<file path="src/rtl/counter_sequencer.sv">
// Command-driven 8-bit counter sequencer: loads a start value, counts toward a
// limit, and reloads for a programmed number of passes before pulsing done.
module counter_sequencer #(
  parameter int WIDTH = 8,
  parameter int REP_W = 4
) (
  input  logic             clk,
  input  logic             rstn,
  input  logic             cmd_valid,
  output logic             cmd_ready,
  input  logic [WIDTH-1:0] cmd_start,
  input  logic [WIDTH-1:0] cmd_limit,
  input  logic             cmd_dir,
  input  logic [REP_W-1:0] cmd_repeat,
  input  logic             pause,
  input  logic             abort,
  output logic [WIDTH-1:0] count,
  output logic             tc,
  output logic [REP_W-1:0] pass_idx,
  output logic             busy,
  output logic             done
);

  typedef enum logic [1:0] {S_IDLE, S_RUN, S_DONE} state_t;

  state_t           state_q;
  logic [WIDTH-1:0] count_q, start_q, limit_q;
  logic [REP_W-1:0] pass_q, rep_q;
  logic             dir_q, done_q;
  logic [WIDTH-1:0] step_d;

  // Natural modulo-2^WIDTH arithmetic gives the legal wrap-around for free.
  assign step_d    = dir_q ? count_q - WIDTH'(1) : count_q + WIDTH'(1);
  assign tc        = (state_q == S_RUN) && (count_q == limit_q) && !pause;
  assign cmd_ready = (state_q == S_IDLE);
  assign busy      = (state_q != S_IDLE);
  assign count     = count_q;
  assign pass_idx  = pass_q;
  assign done      = done_q;

  always_ff @(posedge clk) begin
    if (!rstn) begin
      state_q <= S_IDLE;
      count_q <= '0;
      start_q <= '0;
      limit_q <= '0;
      dir_q   <= 1'b0;
      rep_q   <= '0;
      pass_q  <= '0;
      done_q  <= 1'b0;
    end else begin
      done_q <= 1'b0;
      case (state_q)
        S_IDLE: begin
          if (cmd_valid) begin
            start_q <= cmd_start;
            limit_q <= cmd_limit;
            dir_q   <= cmd_dir;
            rep_q   <= cmd_repeat;
            count_q <= cmd_start;
            pass_q  <= '0;
            state_q <= S_RUN;
          end
        end
        S_RUN: begin
          // abort > pause > tc > step; pause already masks tc.
          if (abort) begin
            state_q <= S_IDLE;
          end else if (pause) begin
            count_q <= count_q;
          end else if (tc) begin
            if (pass_q == rep_q) begin
              state_q <= S_DONE;
              done_q  <= 1'b1;
            end else begin
              count_q <= start_q;
              pass_q  <= pass_q + REP_W'(1);
            end
          end else begin
            count_q <= step_d;
          end
        end
        S_DONE: state_q <= S_IDLE;
        default: state_q <= S_IDLE;
      endcase
    end
  end

endmodule
</file>
<file path="config.mk">
export PLATFORM = sky130hd
export DESIGN_NAME = counter_sequencer
export DESIGN_NICKNAME = d
export VERILOG_FILES = /design/src/rtl/counter_sequencer.sv
export SDC_FILE = /design/constraint.sdc
export NUM_CORES = 1
export LEC_CHECK = 0
export BUFFER_PORTS_ARGS = -buffer_cell sky130_fd_sc_hd__buf_2
export CAP_MARGIN = 40
export CORE_ASPECT_RATIO = 2
export CORE_MARGIN = 4
export CORE_UTILIZATION = 50
export CTS_BUF_LIST = sky130_fd_sc_hd__clkbuf_16
export CTS_CLUSTER_SIZE = 8
export DETAILED_ROUTE_END_ITERATION = 8
export PLACE_DENSITY = 0.74
export SLEW_MARGIN = 10
export SYNTH_ARGS = -nofsm -noshare
export SYNTH_HDL_FRONTEND = slang
export SYNTH_SLANG_ARGS = --single-unit
</file>
<file path="constraint.sdc">
create_clock -name clk -period 2.35 [get_ports clk]
set_input_delay 0.235 -clock clk [delete_from_list [all_inputs] [get_ports clk]]
set_output_delay 0.235 -clock clk [all_outputs]
set_load 0.01 [all_outputs]
</file>
==> impl_metrics.csv <==
group,metric,value,unit
worst_setup_path,cpMostUsedCell,"o21ai_0",
synthesis,synth_common_cells,"nand2_1, dfxtp_1, a21oi_1",
route,routedLengthMet1,2110,um
synthesis,ys_seq_elements,36,
finish,nets,325,
power,clockPowerShare,36.8,%
power,p_int,1.18,mW
floorplan,die_area,5360,um^2
route,dr_total_vias,2027,
route,vias_per_cell,5.91,
synthesis,synth_edf_count,0,
clock_tree,cts_tree,"built",
finish,area_delta_synth_final,18.5,%
run,cap_viol_max_count,0,
timing,finalCritPeriodShare,91.2,%
synthesis,yosys_warnings,0,
synthesis,synth_area_leaders,"dfxtp_1, nand2_1, a21oi_1",
power,p_seq_share,40.2,%
placed_design,dpl.hpwl,4180,um
power,swShare,30.3,%
timing,layout_setup_ws,0.206,ns
global_route,grt.total_usage,23.5,%
synthesis,yosysMostFrequentCell,"nand2_1",
power,p_comb_share,22.9,%
timing,relSlewSlack,45.8,%
finish,diodes,0,
global_route,grt_pass1_wl,9290,um
outcome,status,"finished clean",
clock_tree,clock_latency,0.28,ns
worst_setup_path,cp-start-kind,"flip-flop",
route,drt_wl_total,5640,um
global_route,antenna_found_initial,0,
finish,drive_gt1_share,24.7,%
finish,finish.utilization,60.9,%
timing,finalSetupViolCount,0,
synthesis,avgSynthCellArea,8.40,um^2
placed_design,numPortBuffers,41,
timing,finClkSkew,0.00678,ns
synthesis,synthCells,250,
synthesis,synth_nets,284,
timing,whs,0.179,ns
global_route,grt_overflow_total,0,
synthesis,yosysUniqueCellTypes,57,
clock_tree,cts_setup_buffers,0,
floorplan,die_h,99.6,um
clock_tree,hold_buffers,0,
synthesis,synth_top_area_share,34.3,%
power,power,1.70,mW
worst_setup_path,crit_chain,"ha_1 > o21ai_0 > o21ai_0 > and3_1 > o31a_1 > o31ai_1",
clock_tree,ctsHtreeMaxLevel,2,
timing,maxSlewViolCount,0,
route,detail-route-antenna-nets,0,
floorplan,start_util,51.4,%
synthesis,synth_ff_type,"dfxtp_1",
hold_path,hold_class,"input pin to flip-flop",
synthesis,yosysTopAreaCell,"dfxtp_1",
route,wl_met3,347,um
clock_tree,post_cts_resized,0,
timing,worst_slew_pin_slew,0.812,ns
floorplan,core,4090,um^2
floorplan,die_x,53.8,um
timing,tns,0,ns
floorplan,num_rows,33,
synthesis,async_flop_share,0,%
route,top_layer,"met4",
route,wl_met2,2920,um
route,dr.pass1.iters,4,
synthesis,synth.cell_area,2100,um^2
worst_setup_path,cp.arrival,2.33,ns
timing,rsz0062_at_grt,"false",
clock_tree,clkTransAtPathRegs,0.05,ns
global_route,grt_max_degree,29,
timing,hold_viol,0,
clock_tree,cts-root-buf,"clkbuf_16",
route,drt_iter0_markers,37,
power,worst_ir_drop_vdd,0.520,mV
timing,fin_crit,2.14,ns
route,drc,0,
clock_tree,clock_sinks,36,
timing,fmax,467,MHz
placed_design,preCtsSetupSlack,0.223,ns
worst_setup_path,cpMaxStageDelayCell,"dfxtp_1",
clock_tree,cts_buffer_depth,2,
finish,fillCellCount,369,
floorplan,pin_count,42,
synthesis,ys_seq_area_share,34.3,%
placed_design,gp_congestion,0.907,
worst_setup_path,critPathRequiredTime,2.54,ns
worst_setup_path,max_stage_delay,0.54,ns
global_route,grt_pass1_vias,1998,
clock_tree,cts_buffers,5,
worst_setup_path,critical_path_class,"flip-flop to flip-flop",
route,post_drt_wl_per_cell,16.5,um
power,switching_power,515,uW
worst_setup_path,crit_fanout,9,
power,p_per_area,683,nW/um^2
power,leakage,1.01,nW
worst_setup_path,cp-end-kind,"flip-flop",
cell usage in the layout, fill, tap and decap left out, types with 3 or more instances in the layout:
cell | synthesis | layout
a41oi_1 | 3 | 3
a211oi_1 | 3 | 3
ha_1 | 7 | 7
nand2_1 | 45 | 45
clkbuf_16 | 0 | 5
nor2_1 | 8 | 8
nand4_1 | 6 | 6
xnor2_1 | 10 | 10
o31ai_1 | 3 | 3
dfxtp_1 | 36 | 36
inv_1 | 6 | 7
nor3_1 | 6 | 6
o21ai_0 | 10 | 10
xor2_1 | 6 | 6
a32o_1 | 5 | 5
a21oi_1 | 29 | 29
o211ai_1 | 5 | 5
buf_2 | 1 | 41
buf_4 | 1 | 6
o21ai_1 | 3 | 3
critical path: cells and delay by family (launching register included):
family,cells,cell delay [ns]
and+or+nand+nor,1,0.21
DFF,1,0.54
adders and majority gates,1,0.35
AOI/OAI and AO/OA,4,0.95
sequential cells by signal, indices dropped and copies added, names as in the netlist:
name and cells:
dir_q 1, start_q 8, limit_q 8, count 8
done 1, rep_q 4, state_q 2, pass_idx 4
stage by stage:
| step | instance area (um^2) | cells |
|---|---|---|
| after CTS | 2490 | 343 |
| after floorplan | 2100 | 250 |
| final | 2490 | 343 |
| after detailed placement | 2350 | 336 |
| after global routing | 2490 | 343 |
| after global placement | 2350 | 336 |
path summary, 6_finish.rpt:
check	startpoint	depth (start not counted)	slack [ns]	to
max	dir_q	6	0.21	count[7]
min	abort	2	0.18	done
max reg2reg	dir_q	6	0.21	count[7]
min reg2reg	start_q[1]	2	0.45	start_q[1]
cell families after synthesis:
kind of cell	count (synthesis)	share of synthesized area [%]
AND/OR/NAND/NOR	95	25.3
adder cells (fa/ha/maj)	8	5.12
flip-flops	36	34.3
XOR/XNOR	16	6.67
buffers and inverters	21	4.35
AO/OA/AOI/OAI	73	23.8
multiplexers	1	0.477
layout make-up:
| cell class | count | area (um^2) | share of cell area [%] |
|---|---|---|---|
| Clock buffer | 5 | 125 | 5.03 |
| Clock inverter | 2 | 8.76 | 0.352 |
| Inverter | 8 | 30.0 | 1.21 |
| Multi-Input combinational cell | 193 | 1290 | 51.8 |
| Sequential cell | 36 | 721 | 29.0 |
| Tap cell | 52 | 65.1 | 2.61 |
| Timing Repair Buffer | 47 | 250 | 10.1 |
power groups by stage:
stage	Clock, mW	Sequential [mW]	Combinational [mW]
2_1_floorplan	0	0.694	0.263
3_3_place_gp	0	0.693	0.380
3_5_place_dp	0	0.695	0.384
4_1_cts	0.632	0.682	0.386
5_1_grt	0.660	0.686	0.429
6_report	0.626	0.683	0.390
metal layers:
metal	track usage, %	up-vias
met4	15.6	0
li1	-	990
met5	0	-
met2	37.7	71
met3	5.25	24
met1	26.4	942
No activity file was read; power rests on OpenSTA's default activity.
